===== src/rtl/demux_1_to_4_buf.sv =====
// demux_1_to_4_buf: routes one valid/ready word stream into four independently drained FIFO channels
module demux_1_to_4_buf #(
  parameter int WIDTH = 16,
  parameter int DEPTH = 2
) (
  input  logic             clk,
  input  logic             rst_n,
  input  logic [WIDTH-1:0] in_data,
  input  logic [1:0]       in_select,
  input  logic             in_valid,
  output logic             in_ready,
  output logic [WIDTH-1:0] out_data1,
  output logic [WIDTH-1:0] out_data2,
  output logic [WIDTH-1:0] out_data3,
  output logic [WIDTH-1:0] out_data4,
  output logic [3:0]       out_valid,
  input  logic [3:0]       out_ready,
  output logic [3:0]       full
);
  localparam int AW = $clog2(DEPTH);
  logic [WIDTH-1:0] head [4];
  assign in_ready  = rst_n && !full[in_select];
  assign out_data1 = head[0];
  assign out_data2 = head[1];
  assign out_data3 = head[2];
  assign out_data4 = head[3];
  for (genvar g = 0; g < 4; g++) begin : g_ch
    logic [WIDTH-1:0] mem [DEPTH];
    logic [AW-1:0]    rd_ptr, wr_ptr;
    logic [AW:0]      count;
    logic             push, pop;
    assign out_valid[g] = count != '0;
    assign full[g]      = count == (AW+1)'(DEPTH);
    assign push         = in_valid && in_ready && in_select == 2'(g);
    assign pop          = out_valid[g] && out_ready[g];
    assign head[g]      = mem[rd_ptr];
    // Power-of-two depth lets the pointers wrap by plain overflow.
    always_ff @(posedge clk or negedge rst_n)
      if (!rst_n) begin
        for (int j = 0; j < DEPTH; j++) mem[j] <= '0;
        rd_ptr <= '0;
        wr_ptr <= '0;
        count  <= '0;
      end else begin
        if (push) begin
          mem[wr_ptr] <= in_data;
          wr_ptr      <= wr_ptr + 1'b1;
        end
        if (pop) rd_ptr <= rd_ptr + 1'b1;
        count <= count + (AW+1)'(push) - (AW+1)'(pop);
      end
  end
endmodule


===== config.mk =====
export PLATFORM = sky130hd
export DESIGN_NAME = demux_1_to_4_buf
export DESIGN_NICKNAME = d
export VERILOG_FILES = /design/src/rtl/demux_1_to_4_buf.sv
export SDC_FILE = /design/constraint.sdc
export NUM_CORES = 1
export LEC_CHECK = 0
export ABC_AREA = 0
export BUFFER_PORTS_ARGS = -buffer_cell sky130_fd_sc_hd__buf_2
export CAP_MARGIN = 0
export CORE_ASPECT_RATIO = 0.7
export CORE_UTILIZATION = 55
export CTS_CLUSTER_DIAMETER = 150
export DETAILED_ROUTE_END_ITERATION = 8
export HOLD_SLACK_MARGIN = 0.12
export PLACE_DENSITY = 0.77
export SYNTH_ARGS = -nofsm -noshare
export SYNTH_HDL_FRONTEND = slang
export SYNTH_SLANG_ARGS = --single-unit

===== constraint.sdc =====
create_clock -name clk -period 4.7 [get_ports clk]
set_clock_uncertainty 0.2 [all_clocks]
set_input_delay 0.235 -clock clk [delete_from_list [all_inputs] [get_ports clk]]
set_output_delay 0.235 -clock clk [all_outputs]
set_load 0.05 [all_outputs]

==> impl_metrics.env <==
export IMPL_rr_startpoint="g_ch[1].count[1]"
export IMPL_grt_antenna_before_repair=0
export IMPL_drcViolationCount=0
export IMPL_setup_violations=0
export IMPL_clock_sinks=144
export IMPL_critPathSlowestCell="nor4b_4"
export IMPL_syn_avg_cell_area_um2=15.7
export IMPL_fillCellCount=785
export IMPL_fp_dieW_um=132
export IMPL_whs_ns=0.142
export IMPL_grt_remaining_overflow=0
export IMPL_min_path_type="in2reg"
export IMPL_cts_root_buf="clkbuf_16"
export IMPL_multi_input_area_um2=2790
export IMPL_io_buffers=97
export IMPL_routed_wl_um=13200
export IMPL_die_area_um2=12300
export IMPL_stdcell_area_um2=8010
export IMPL_synth_distinct_cells=27
export IMPL_critPathLaunchType="primary input"
export IMPL_dpl_hpwl_um=8590
export IMPL_hold_viol=0
export IMPL_io_pins=98
export IMPL_end_kind="register"
export IMPL_synth_fp_nets=449
export IMPL_tritoncts="built"
export IMPL_netlist_top_cells_area="dfrtp_1 (55%), mux2_2 (29%), mux2_4 (4.6%)"
export IMPL_maxCapViolations=0
export IMPL_max_stage_delay_ns=1.07
export IMPL_synth_top_area_share_pct=55.1
export IMPL_final_cell_mix="mux2_2 (171), dfrtp_1 (144), buf_2 (96), dlygate4sd3_1 (21), mux2_4 (20)"
export IMPL_synth_top_area_cell="dfrtp_1"
export IMPL_crit_start="rst_n"
export IMPL_setup_worst_path_class="in2reg"
export IMPL_nNetsFinal=567
export IMPL_min_period_ns=2.97
export IMPL_synthesis_area_um2=6540
export IMPL_dp_cells=646
export IMPL_finalWeightedCongestion=0.748
export IMPL_min_from="in_select[0]"
export IMPL_period_share_pct=63.2
export IMPL_ant_nets=0
export IMPL_placed_area_um2=7100
export IMPL_netlist_instances=416
export IMPL_drive_above_1_share_pct=61.7
export IMPL_clk_pin_slew_worst_paths_ns=0.06
export IMPL_ys_ff_latch=144
export IMPL_crit_required_ns=4.79
export IMPL_yosys_warnings=0
export IMPL_status="finished, final reports clean"
export IMPL_dr_first_iter_drc_count=150
export IMPL_grt_first_pass_wirelength_um=21600
export IMPL_seq_area_um2=3600
export IMPL_antenna_cells=0
export IMPL_critPathMaxFanout=76
export IMPL_htree_levels=4
export IMPL_synth_seq_area_share_pct=55.1
export IMPL_worstMarginPinSlew_ns=1.27
export IMPL_firstDrtPassIters=4
export IMPL_final_common_cell="mux2_2"
export IMPL_rsz0062_at_grt="false"
export IMPL_drv_slew=0
export IMPL_initial_core_util_pct=57.9
export IMPL_cts_buffers_inserted=17
export IMPL_clkLatencyLatePin_ns=0.41
export IMPL_track_usage_pct=23.4
export IMPL_instances_no_fill=699
export IMPL_crit_chain="dlygate4sd3_1 -> buf_6 -> nand3_4 -> nor4b_4 -> mux2_2"
export IMPL_post_cts_buffers=0
export IMPL_first_global_vias=4074
export IMPL_row_count=32
export IMPL_clock_fmax_ghz=0.336
export IMPL_cp_arrival_ns=3.06
export IMPL_area_growth_pct=22.4
export IMPL_grt_max_degree=77
export IMPL_core_um2=11300
export IMPL_slew_headroom_pct=15.0
export IMPL_fp_dieH_um=93.3
export IMPL_vias=3746
export IMPL_cts_buffer_depth=2
export IMPL_drt_vias_per_instance=5.36
export IMPL_tns_ns=0
export IMPL_wl_per_cell_um=18.9
## metal layers
metal	part of all wire [%]	GRT usage, %	vias to the layer above
li1	-	-	1714
met1	49	32.2	1940
met2	46	36.5	73
met3	3.7	4.99	19
met4	1.4	8.91	0
met5	0	0	-
## Yosys cell counts, drive strengths merged
master,count
mux2,192
dfrtp,144
buf,12
xnor2,12
clkbuf,9
ha,8
inv,5
and2,4
nor2b,4
nor4b,4
or2,4
xor2,4
nand2,2
nor3,2
or3,2
or3b,2
or4,2
mux4,1
nand3,1
nand3b,1
nor2,1
## flip-flops by register name, indices dropped and copies added, names as in the netlist
register     count
g_ch.count       8
g_ch.rd_ptr      4
g_ch.wr_ptr      4
g_ch.mem       128
## cells by family (layout without fill, tap and decap cells)
kind of cell / after synthesis / after routing / share of synthesized area (%)
muxes: 193 / 193 / 34.5
DFF: 144 / 144 / 55.1
and+or+nand+nor: 29 / 29 / 4.36
buffers and inverters: 26 / 156 / 2.35
xor gates and xnor gates: 16 / 16 / 2.14
adders and majority gates: 8 / 8 / 1.53
## layout make-up
class / instances / share of cell area (%)
well taps: 153 / 2.39
repair buffers: 120 / 9.00
inverters: 5 / 0.234
flip-flops and latches: 144 / 45.0
clock inverters: 10 / 2.56
multi-input cells: 246 / 34.8
clock buffers: 21 / 6.00
## per-stage QoR
| step | setup slack (ns) | utilization (%) |
|---|---|---|
| global route | 1.49 | 70.9 |
| CTS | 1.64 | 70.8 |
| floorplan | 2.20 | - |
| finish | 1.73 | 70.9 |
| detailed placement | 1.76 | 62.9 |
| global placement | 1.88 | 62.9 |
## worst paths after layout
check	end	depth (start not counted)	slack, ns
worst max-delay path	g_ch[1].mem[13]	5	1.73
worst min-delay path	g_ch[3].wr_ptr	4	0.14
worst max register to register	g_ch[1].mem[13]	3	2.27
worst min register to register	g_ch[2].count[1]	1	0.28
max in group asynchronous	g_ch[0].mem[14]	3	2.73
min in group asynchronous	g_ch[3].count[1]	2	0.22
## what timing repair did
item | in CTS | in global routing
gates resized for setup | 0 | 0
hold buffers | 21 | 0
endpoints found under the hold margin | 204 | 0
## worst max-delay path, delay by kind of cell
family	cells	cell delay [ns]
and+or+nand+nor	2	1.29
buffers and inverters	2	1.09
muxes	1	0.43
Power is not shown: default switching activity piles up to over one toggle a cycle in this logic, so the estimate is an artifact.
